## config.mk

```make
export PLATFORM = sky130hd
export DESIGN_NAME = out_mem_reader
export DESIGN_NICKNAME = d
export VERILOG_FILES = /design/src/rtl/out_mem_reader.sv
export SDC_FILE = /design/constraint.sdc
export NUM_CORES = 1
export LEC_CHECK = 0
export CAP_MARGIN = 20
export CORE_MARGIN = 2
export CORE_UTILIZATION = 49
export CTS_CLUSTER_DIAMETER = 150
export DETAILED_ROUTE_END_ITERATION = 8
export GPL_TIMING_DRIVEN = 1
export PLACE_DENSITY = 0.88
export SYNTH_ARGS = -nofsm -noshare
export SYNTH_HDL_FRONTEND = slang
export SYNTH_SLANG_ARGS = --single-unit
export TNS_END_PERCENT = 100
```

## constraint.sdc

```tcl
create_clock -name CLK -period 2.36 [get_ports CLK]
set_input_delay 0.236 -clock CLK [delete_from_list [all_inputs] [get_ports CLK]]
set_output_delay 0.236 -clock CLK [all_outputs]
set_load 0.01 [all_outputs]
```

## src/rtl/out_mem_reader.sv

```systemverilog
// out_mem_reader: drains the T x M result matrix from OUT_MEM onto a valid/ready stream, row-major, two words per row.
// Define OUT_MEM_PAD_CHECK_EN to add a sticky PAD_ERR flag for nonzero lanes in columns beyond the latched M.
// state | meaning
// IDLE  | waiting for START
// READ  | issuing reads 0..W-1 while FIFO credit allows
// DRAIN | last read issued; waiting for FIFO and read pipe to empty
module out_mem_reader #(
    parameter int DW         = 64,
    parameter int AW         = 4,
    parameter int FIFO_DEPTH = 2
) (
    input  logic          CLK,
    input  logic          RST,
    input  logic          START,
    input  logic [11:0]   MNT,
    output logic          EN_O,
    output logic          RW_O,
    output logic [AW-1:0] ADDR_O,
    input  logic [DW-1:0] RDATA_O,
    output logic [DW-1:0] DOUT,
    output logic          DVALID,
    input  logic          DREADY,
    output logic          DLAST,
    output logic          BUSY,
`ifdef OUT_MEM_PAD_CHECK_EN
    output logic          PAD_ERR,
`endif
    output logic          DONE
);

    localparam int CW = $clog2(FIFO_DEPTH + 1);
    localparam int PW = (FIFO_DEPTH > 1) ? $clog2(FIFO_DEPTH) : 1;

    typedef enum logic [1:0] {IDLE, READ, DRAIN} state_t;

    state_t                  state_q, state_d;
    logic [3:0]              m_q, m_d;
    logic [4:0]              w_q, w_d;
    logic [4:0]              issue_q, issue_d;
    logic [4:0]              pend_addr_q, pend_addr_d;
    logic                    pend_q, pend_d;
    logic                    bad_q, bad_d;
    logic [DW-1:0]           mem_q [FIFO_DEPTH];
    logic [DW-1:0]           mem_d [FIFO_DEPTH];
    logic [FIFO_DEPTH-1:0]   last_q, last_d;
    logic [PW-1:0]           wr_q, wr_d, rd_q, rd_d;
    logic [CW-1:0]           cnt_q, cnt_d;
    logic                    issue, push, pop, start_ok, start_acc, drain_done;
    logic                    unused_ok;

    function automatic logic [PW-1:0] ptr_inc(input logic [PW-1:0] p);
        return (p == PW'(FIFO_DEPTH - 1)) ? '0 : p + 1'b1;
    endfunction

    always_comb begin
        state_d     = state_q;
        m_d         = m_q;
        w_d         = w_q;
        issue_d     = issue_q;
        bad_d       = 1'b0;
        issue       = 1'b0;
        drain_done  = 1'b0;
        start_ok    = (MNT[3:0] != 4'd0) && (MNT[3:0] <= 4'd8);
        start_acc   = 1'b0;
        push        = pend_q;
        pop         = (cnt_q != '0) && DREADY;

        case (state_q)
            IDLE: begin
                if (START) begin
                    if (start_ok) begin
                        start_acc = 1'b1;
                        m_d       = MNT[11:8];
                        w_d       = {MNT[3:0], 1'b0};
                        issue_d   = '0;
                        state_d   = READ;
                    end else begin
                        bad_d = 1'b1;
                    end
                end
            end
            READ: begin
                // Credit counts the word still on its way back from the SRAM.
                if ((int'(cnt_q) + int'(pend_q)) < FIFO_DEPTH) begin
                    issue   = 1'b1;
                    issue_d = issue_q + 5'd1;
                    if (issue_q == w_q - 5'd1) state_d = DRAIN;
                end
            end
            DRAIN: begin
                if ((cnt_q == '0) && !pend_q) begin
                    drain_done = 1'b1;
                    state_d    = IDLE;
                end
            end
            default: state_d = IDLE;
        endcase

        pend_d      = issue;
        pend_addr_d = issue ? issue_q : pend_addr_q;

        mem_d  = mem_q;
        last_d = last_q;
        wr_d   = wr_q;
        rd_d   = rd_q;
        if (push) begin
            mem_d[wr_q]  = RDATA_O;
            last_d[wr_q] = (pend_addr_q == w_q - 5'd1);
            wr_d         = ptr_inc(wr_q);
        end
        if (pop) rd_d = ptr_inc(rd_q);
        cnt_d = cnt_q + CW'(push) - CW'(pop);
    end

    always_ff @(posedge CLK) begin
        if (RST) begin
            state_q     <= IDLE;
            m_q         <= '0;
            w_q         <= '0;
            issue_q     <= '0;
            pend_addr_q <= '0;
            pend_q      <= 1'b0;
            bad_q       <= 1'b0;
            mem_q       <= '{default: '0};
            last_q      <= '0;
            wr_q        <= '0;
            rd_q        <= '0;
            cnt_q       <= '0;
        end else begin
            state_q     <= state_d;
            m_q         <= m_d;
            w_q         <= w_d;
            issue_q     <= issue_d;
            pend_addr_q <= pend_addr_d;
            pend_q      <= pend_d;
            bad_q       <= bad_d;
            mem_q       <= mem_d;
            last_q      <= last_d;
            wr_q        <= wr_d;
            rd_q        <= rd_d;
            cnt_q       <= cnt_d;
        end
    end

    assign EN_O      = issue;
    assign RW_O      = 1'b0;
    assign ADDR_O    = issue ? AW'(issue_q) : '0;
    assign DVALID    = (cnt_q != '0);
    assign DOUT      = DVALID ? mem_q[rd_q] : '0;
    assign DLAST     = DVALID && last_q[rd_q];
    assign BUSY      = (state_q != IDLE);
    assign DONE      = drain_done || bad_q;
    assign unused_ok = ^{MNT[7:4], m_q};

`ifdef OUT_MEM_PAD_CHECK_EN
    logic pad_q, pad_d;

    // Column of lane k is 4*(addr%2)+k+1; any nonzero lane past M is padding that should have been zero.
    always_comb begin
        pad_d = pad_q;
        if (start_acc) pad_d = 1'b0;
        if (push) begin
            for (int k = 0; k < 4; k++) begin
                if ((RDATA_O[DW-1-16*k -: 16] != 16'd0) &&
                    ((4 * int'(pend_addr_q[0]) + k + 1) > int'(m_q)))
                    pad_d = 1'b1;
            end
        end
    end

    always_ff @(posedge CLK) begin
        if (RST) pad_q <= 1'b0;
        else     pad_q <= pad_d;
    end

    assign PAD_ERR = pad_q;
`endif

endmodule

```

# --- Yosys cells after proc, flatten, opt, wreduce, memory -nomap -nowiden ---
# Cells that the tools add are included.
totals:
  ff_bits: 152
  word_cells: 88
classes:
  n_addsub: 7
  n_lt_le_gt_ge: 8
  n_eq_ne: 9
  n_mux: 30
  n_bitwise: 4
  n_reduce_logical: 18
op_table:
  columns: ["operator", "n"]
  rows:
  - ["$mux W64", 5]
  - ["$bwmux W128", 1]
  - ["$demux W64 S1", 1]
  - ["$mux W5", 3]
  - ["$eq A5 B5 Y1", 2]
  - ["$mux W1", 10]
  - ["$mux W2", 5]
  - ["$ne A2 B2 Y1 const B", 5]
  - ["$pmux W5 S2", 1]
  - ["$logic_and A1 B1 Y1", 6]
  - ["$pmux W2 S3", 1]
  - ["$reduce_bool A2 Y1", 3]
  - ["$add A5 B1 Y5 const B", 1]
  - ["$reduce_and A5 Y1", 1]
  - ["$sub A5 B1 Y5 const B", 1]
  - ["$ge A2 B2 Y1 const B", 2]
  - ["$le A4 B4 Y1 const B", 1]
  - ["$logic_not A2 Y1", 2]
  - ["$lt A1 B2 Y1 const B", 2]
  - ["$mux W4", 1]
  - ["$not A1 Y2", 2]
  - ["$reduce_and A4 Y1", 1]
  - ["$reduce_bool A4 Y1", 1]
  - ["$add A2 B1 Y3", 1]
  - ["other kinds (15)", 17]

# --- Depth between registers and ports, before layout ---
# Gate-level depths: netlist of run 1.
logic_depth:
  word_depth: 6
  ltp_mapped: 9
  depth_no_buf: 9

# --- Worst setup path after synthesis of run 1 ---
# Ideal clock, no wire load.
synth_path:
  path_kind: "register -> register"
  start: "reg w_q[1]"
  end: "reg last_q[0]"
  setup_time_ns: 0.071
  t_arrival_ns: 1.601
  required_time_ns: 2.289
  setup_slack_ns: 0.688
  stages_incl_launch_ff: 7
  n_path_buf: 0
  period_less_slack_ns: 1.672
  cell_sequence: "dfxtp_1 -> inv_1 -> ha_1 -> xor2_1 -> nand3_1 -> or4_1 -> a21oi_1"
synth_via:
  elab_chain_len: 3
synth_rtl:
  columns: ["element", "line_no", "source"]
  rows:
  - ["start: declaration", "38", "logic [4:0] w_q, w_d;"]
  - ["start signal: assignment", "132", "w_q <= w_d;"]
  - ["$sub A5 B1 Y5", "108", "last_d[wr_q] = (pend_addr_q == w_q - 5'd1);"]
  - ["$eq A5 B5 Y1", "108", null]
  - ["$bwmux W2", "108", null]
  - ["end signal: assignment", "138", "last_q <= last_d;"]
  - ["end: declaration", "45", "logic [FIFO_DEPTH-1:0] last_q, last_d;"]
# No other way between the ends.
# A chain may end at the register's enable or synchronous reset.

# --- Worst setup path in the final report of run 1 ---
layout_path:
  start: "reg rd_q"
  end: "out DOUT[17]"
layout_via:
  elab_chain_len: 5
layout_rtl:
  columns: ["element", "line_no", "source"]
  rows:
  - ["start: declaration", "46", "logic [PW-1:0] wr_q, wr_d, rd_q, rd_d;"]
  - ["start signal: assignment", "140", "rd_q <= rd_d;"]
  - ["$not A1 Y2 (implied by the code)", "149", "assign DOUT = DVALID ? mem_q[rd_q] : '0;"]
  - ["$mux W64 (implied by the code) (3 in series)", "149", null]
  - ["$mux W64", "149", null]
  - ["end: declaration", "20", "output logic [DW-1:0] DOUT,"]
# No other way between the ends. The select of a mux whose other input is x is not followed.

==> impl_results.md, run 1 <==
- Antenna Nets Post-Route: 0
- Seq. cell area: 3050 µm²
- Total Power: 6.72 mW
- Share of the yosys chip area belonging to registers: 48.6%
- Status: completed
- Worst-path clk slew: 0.06 ns
- Crit-path slowest cell: clkdlybuf4s50_1
- 1st-iter DRT viols: 405
- Sw Pwr: 1.85 mW
- Total number of vias: 5420
- Delay-heaviest family, CP: buffers and inverters
- H-tree depth: 4
- Crit Path Category: reg -> out
- Syn_nets: 792
- Final cell count without fillers: 1013
- Post-synth EDFFs: 0
- Filler cell count: 1007
- Period minus WS final: 2.22 ns
- Clock skew: 0.00768 ns
- Latest clock arrival within the worst-skew pair: 0.42 ns
- I/O Pins: 154
- Drt wl/cell: 15.3 µm
- Synth Cell Area: 6260 µm²
- Post-DP HPWL: 9720 µm
- Largest family of logic cells by synthesized area: simple AND/OR/NAND/NOR gates
- Initial antenna violation count: 1
- Clk root buf: clkbuf_16
- Maxcap violations: 0
- WHS: 0.330 ns
- Most frequent cells in the layout: dfxtp_1 (149), clkdlybuf4s50_1 (143), nand2_1 (142)
- GRT Util Overall: 23.2%
- Max Root-Sink Buffers: 2
- DRT Pass-1 Iters: 4
- Worst vdd ir: 566 µV
- # clock sinks: 152
- Fin crit share: 94.2%
- Reg power frac: 40.5%
- Finish-stage setup viols: 0
- Xor and xnor area share after synthesis: 2.38%
- GR Overflow Total: 0
- Util after Layout: 67.7%
- Total length of routed wires: 15500 µm
- CP arrival: 1.99 ns
- Design Area, Final: 8510 µm²
- Placed cells: 981
- GP Congestion: 0.768
- Crit path cell chain: buf_4 > mux2i_1 > nor2_1 > clkdlybuf4s50_1
- Row count: 41
- Req. time, crit path: 2.12 ns
- Starting Density: 49.8%
- PortBufs: 144
- Mean number of vias per cell: 5.35
- Die ar.: 13700 µm²
- CP Launch Type: register
- Worst Tran Pin Value: 0.661 ns
- Fraction of layout cells with a size suffix above 1: 7.61%
- FF+latch count, synth: 152
- Hold crit path type: in -> reg
- Post-synthesis simple-gate area fraction: 16.4%
- Worst Path Buf+Inv: 2
- Power density cells: 790 nW/µm²
- Rel. slew slack: 55.8%
- Int Pwr: 4.87 mW
- Place WS: 0.371 ns
- Cells after synthesis: 708
- Final Hold Vio Count: 0
- Max incr delay on CP: 0.56 ns
- Cts bufs inserted: 17
- Post-synthesis compound-gate area fraction: 16.4%
- Commonest non-fill, non-tap cell in the layout: dfxtp_1
- CP max FO: 20
- Clock network fraction of design power: 41.4%
- RSZ-0062 raised after global routing: no
- Layout area overhead: 35.9%
- Post-route DRC: 0
- Placed inst area: 7890 µm²
- Max Slew Vio Count: 0
- Syn_area_per_cell: 8.85 µm²
- Mux contribution to synthesized area: 10.9%
- Post-synthesis cell type count: 42
- DIE HEIGHT: 117 µm
- Vias in the first global route: 5291
- # diodes: 0
- Core area: 12600 µm²
- Fmax: 450 MHz
- Comb power frac: 18.1%
- Ys Warns: 0
- CTS tree: built
- Setup TNS: 0 ns
- Crit path capture type: output port
- Sw Ratio: 27.6%
- Die W: 117 µm
- Leak: 2.97 nW
- Post-synth ARST share: 0%
- Post-Synth Adder-Cell Area: 0.799%
- Multi-input logic area: 2980 µm²
- Setup ws final: 0.136 ns
- Ys flop type: dfxtp_1
- Largest net degree at the start of global routing: 64
- Nets: 912
- First-pass GRT wire length: 24900 µm
- Post-CTS Setup Bufs: 0
## power by group through the flow
stage | Clock, mW | Sequential, mW | Combinational (mW)
5_1_grt | 2.95 | 2.73 | 1.31
3_3_place_gp | 0 | 2.77 | 1.19
3_5_place_dp | 0 | 2.78 | 1.21
2_1_floorplan | 0 | 2.75 | 0.746
4_1_cts | 2.83 | 2.72 | 1.22
6_report | 2.78 | 2.72 | 1.22
## synth_stat cells, drive strengths merged (2+ instances only)
cell / instances / area [µm²]
a21oi: 76 / 384
a22o: 65 / 569
buf: 29 / 136
clkbuf: 26 / 97.6
dfxtp: 152 / 3040
ha: 4 / 50.1
inv: 12 / 45.0
mux2i: 68 / 681
nand2: 143 / 539
nand2b: 2 / 12.5
nand3: 4 / 20.0
nor2: 76 / 285
nor2b: 3 / 18.8
nor3: 10 / 66.3
nor3b: 2 / 15.0
o21ba: 2 / 20.0
or2b: 2 / 15.0
or4: 2 / 18.8
xnor2: 11 / 96.3
xor2: 6 / 52.6
## layer usage
layer | global-route usage (%) | vias up | wire, µm
met2 | 39.7 | 153 | 7600
met3 | 6.18 | 22 | 839
met5 | 0 | - | 13
li1 | - | 2643 | -
met1 | 27.8 | 2600 | 6860
met4 | 9.10 | 2 | 223
## flip-flops by register name, summed over array words and instances, names as in the netlist, 2 cells and up
register,flops
issue_q,5
w_q,4
last_q,2
cnt_q,2
pend_addr_q,5
state_q,2
mem_q,128
## cell type report
class,instances,area share [%]
clock buffer,18,5.16
clock inverter,14,2.03
inverter,13,0.618
multi-input combinational,488,35.0
sequential,152,35.8
tap,172,2.53
timing repair buffer,156,18.8
## final timing paths
path | startpoint | to | slack [ns] | cells past startpoint
max | rd_q | DOUT[17] | 0.14 | 4
min | RST | cnt_q[0] | 0.33 | 2
max reg2reg | w_q[1] | state_q[0] | 0.47 | 6
min reg2reg | mem_q[92] | mem_q[92] | 0.45 | 2
## timing repair
item / in CTS / in global routing
endpoints found under the setup margin: 4 / 4
gates resized for setup: 1 / 4
hold buffers: 0 / 0
## logic make-up after synthesis
family          after synthesis
compound gates              150
flops                       152
simple gates                248
buf+inv                      68
fa+ha+maj                     4
other cells                   1
xor+xnor                     17
mux                          68
No activity file was read; power rests on OpenSTA's default activity.
==> run 2: changes to the inputs <==
- PLACE_DENSITY: 0.88 -> unset
- PLACE_DENSITY_LB_ADDON: unset -> 0.15
==> run 2 against run 1 <==
- count of clock-buffer cells in the layout up 6
- global-route usage shrank 0.19 points
- setup slack got worse by 0.00097 ns
- first-iteration DRC count decreased by 15%
- cell count barely moved
- total power shrank 1.7%
- utilization down 0.38 points
- non-clock buffer count unchanged
- largest cell class unchanged
- highest routed layer unchanged
==> impl_results.md, run 2 (synthesized netlist as in run 1, its figures left out) <==
- CP Launch Type: register (unchanged)
- DRT Pass-1 Iters: 4 (unchanged)
- Total number of vias: 5344 (was 5420)
- Starting Density: 49.8% (unchanged)
- Mean number of vias per cell: 5.28 (was 5.35)
- Total Power: 6.61 mW (was 6.72 mW)
- Worst vdd ir: 478 µV (was 566 µV)
- Worst-path clk slew: 0.05 ns (was 0.06 ns)
- Crit Path Category: reg -> out (unchanged)
- Hold crit path type: in -> reg (unchanged)
- Cts bufs inserted: 17 (unchanged)
- Top flop regs: mem_q: 128 flops, issue_q: 5 flops, pend_addr_q: 5 flops (unchanged)
- # diodes: 0 (unchanged)
- Power density cells: 781 nW/µm² (was 790 nW/µm²)
- Clock skew: 0.00910 ns (was 0.00768 ns)
- CP max FO: 14 (was 20)
- First-pass GRT wire length: 24700 µm (was 24900 µm)
- Crit path capture type: output port (unchanged)
- Max Slew Vio Count: 0 (unchanged)
- # clock sinks: 152 (unchanged)
- Post-route DRC: 0 (unchanged)
- Latest clock arrival within the worst-skew pair: 0.41 ns (was 0.42 ns)
- Layout area overhead: 35.1% (was 35.9%)
- PortBufs: 144 (unchanged)
- Int Pwr: 4.87 mW (about the same)
- DIE HEIGHT: 117 µm (unchanged)
- Worst Tran Pin Value: 0.850 ns (was 0.661 ns)
- Nets: 912 (unchanged)
- Worst reg-to-reg path cell count: 6 (unchanged)
- Number of hold buffers added after cts: 0 (unchanged)
- CP startpoint: rd_q (unchanged)
- Top reg by flops: mem_q (unchanged)
- Max Root-Sink Buffers: 2 (unchanged)
- Row count: 41 (unchanged)
- Commonest non-fill, non-tap cell in the layout: dfxtp_1 (unchanged)
- Initial antenna violation count: 1 (unchanged)
- Die ar.: 13700 µm² (unchanged)
- Fin crit share: 94.3% (was 94.2%)
- Vias in the first global route: 5258 (was 5291)
- Post-DP HPWL: 9820 µm (was 9720 µm)
- Die W: 117 µm (unchanged)
- Clock network fraction of design power: 40.9% (was 41.4%)
- Antenna Nets Post-Route: 0 (unchanged)
- Core area: 12600 µm² (unchanged)
- Setup TNS: 0 ns (unchanged)
- Most frequent cells in the layout: dfxtp_1 (148), clkdlybuf4s50_1 (143), nand2_1 (142) (was dfxtp_1 (149), clkdlybuf4s50_1 (143), nand2_1 (142))
- Rel. slew slack: 43.3% (was 55.8%)
- Setup ws final: 0.135 ns (was 0.136 ns)
- Period minus WS final: 2.23 ns (was 2.22 ns)
- Maxcap violations: 0 (unchanged)
- Util after Layout: 67.3% (was 67.7%)
- Max reg flops: 128 (unchanged)
- Place WS: 0.370 ns (was 0.371 ns)
- Fmax: 449 MHz (was 450 MHz)
- GP Congestion: 0.790 (was 0.768)
- H-tree depth: 4 (unchanged)
- I/O Pins: 154 (unchanged)
- RR Endpoint: state_q[0] (unchanged)
- Placed inst area: 7850 µm² (was 7890 µm²)
- Comb power frac: 17.5% (was 18.1%)
- Req. time, crit path: 2.12 ns (about the same)
- Clk root buf: clkbuf_16 (unchanged)
- Status: completed (unchanged)
- Drt wl/cell: 15.3 µm (about the same)
- Final Hold Vio Count: 0 (unchanged)
- Worst R2R Start: w_q[1] (unchanged)
- Total length of routed wires: 15400 µm (was 15500 µm)
- 1st-iter DRT viols: 346 (was 405)
- Sw Pwr: 1.74 mW (was 1.85 mW)
- GR Overflow Total: 0 (unchanged)
- Finish-stage setup viols: 0 (unchanged)
- Fraction of layout cells with a size suffix above 1: 7.38% (was 7.61%)
- GRT Util Overall: 23.0% (was 23.2%)
- CTS tree: built (unchanged)
- Leak: 2.97 nW (about the same)
- Sw Ratio: 26.3% (was 27.6%)
- Crit path to: DOUT[54] (was DOUT[17])
- Reg power frac: 41.7% (was 40.5%)
- RSZ-0062 raised after global routing: no (unchanged)
- FF-to-FF setup slack: 0.50 ns (was 0.47 ns)
- Largest net degree at the start of global routing: 75 (was 64)
- Design Area, Final: 8460 µm² (was 8510 µm²)
- CP arrival: 1.99 ns (about the same)
==> run 2: area by class of cell <==
type	instances	area (µm²)
timing repair buffer	156	1570
inverter	13	52.6
fill	1038	4110
clock inverter	7	88.8
clock buffer	24	512
sequential	152	3050
multi-input combinational	488	2980
tap	172	215
==> run 2: power groups by stage <==
stage	registers (mW)	logic (mW)	clock network, mW
after floorplan	2.75	0.746	0
after global placement	2.80	1.15	0
after detailed placement	2.81	1.16	0
after CTS	2.75	1.16	2.74
after global routing	2.77	1.25	2.86
final	2.75	1.16	2.70
==> run 2: worst max-delay path, stage by stage (launching register included) <==
cell,delay (ns)
dfxtp_4,0.53
buf_6,0.24
mux2i_1,0.22
nor2_1,0.08
clkdlybuf4s50_1,0.50
==> run 2: routing by layer <==
metal / share of wire (%) / GRT usage [%] / vias up
li1: - / - / 2640
met4: 1.0 / 8.00 / 2
met3: 6.0 / 5.87 / 15
met5: 0.084 / 0 / -
met1: 44 / 27.4 / 2535
met2: 49 / 40.3 / 152
==> run 2: through the flow <==
| stage | std cells | hold slack, ns |
|---|---|---|
| 4_1_cts | 1012 | 0.202 |
| 6_report | 1012 | 0.215 |
| 5_1_grt | 1012 | 0.230 |
| 3_5_place_dp | 981 | 0.446 |
| 2_1_floorplan | 708 | 0.361 |
| 3_3_place_gp | 981 | 0.441 |
==> run 2: worst min path at each step <==
stage,slack (ns),endpoint,depth (start not counted),from
after floorplan,0.36,mem_q[16],1,RDATA_O[16]
after global placement,0.44,mem_q[72],2,mem_q[72]
after detailed placement,0.45,mem_q[127],2,mem_q[127]
after CTS,0.20,pend_q,2,RST
after global routing,0.23,pend_addr_q[2],2,RST
final,0.21,pend_q,2,RST
==> run 2: what timing repair did <==
item	4_1_cts	5_1_grt
setup buffers	0	0
gates resized for setup	0	6
endpoints found under the setup margin	0	10
==> run 3: changes to the inputs <==
- CTS_CLUSTER_SIZE: unset -> 16
- SKIP_CTS_REPAIR_TIMING: unset -> 1
==> results of run 3 <==
No change in the layout: final DEF, timing and power equal those of run 2.
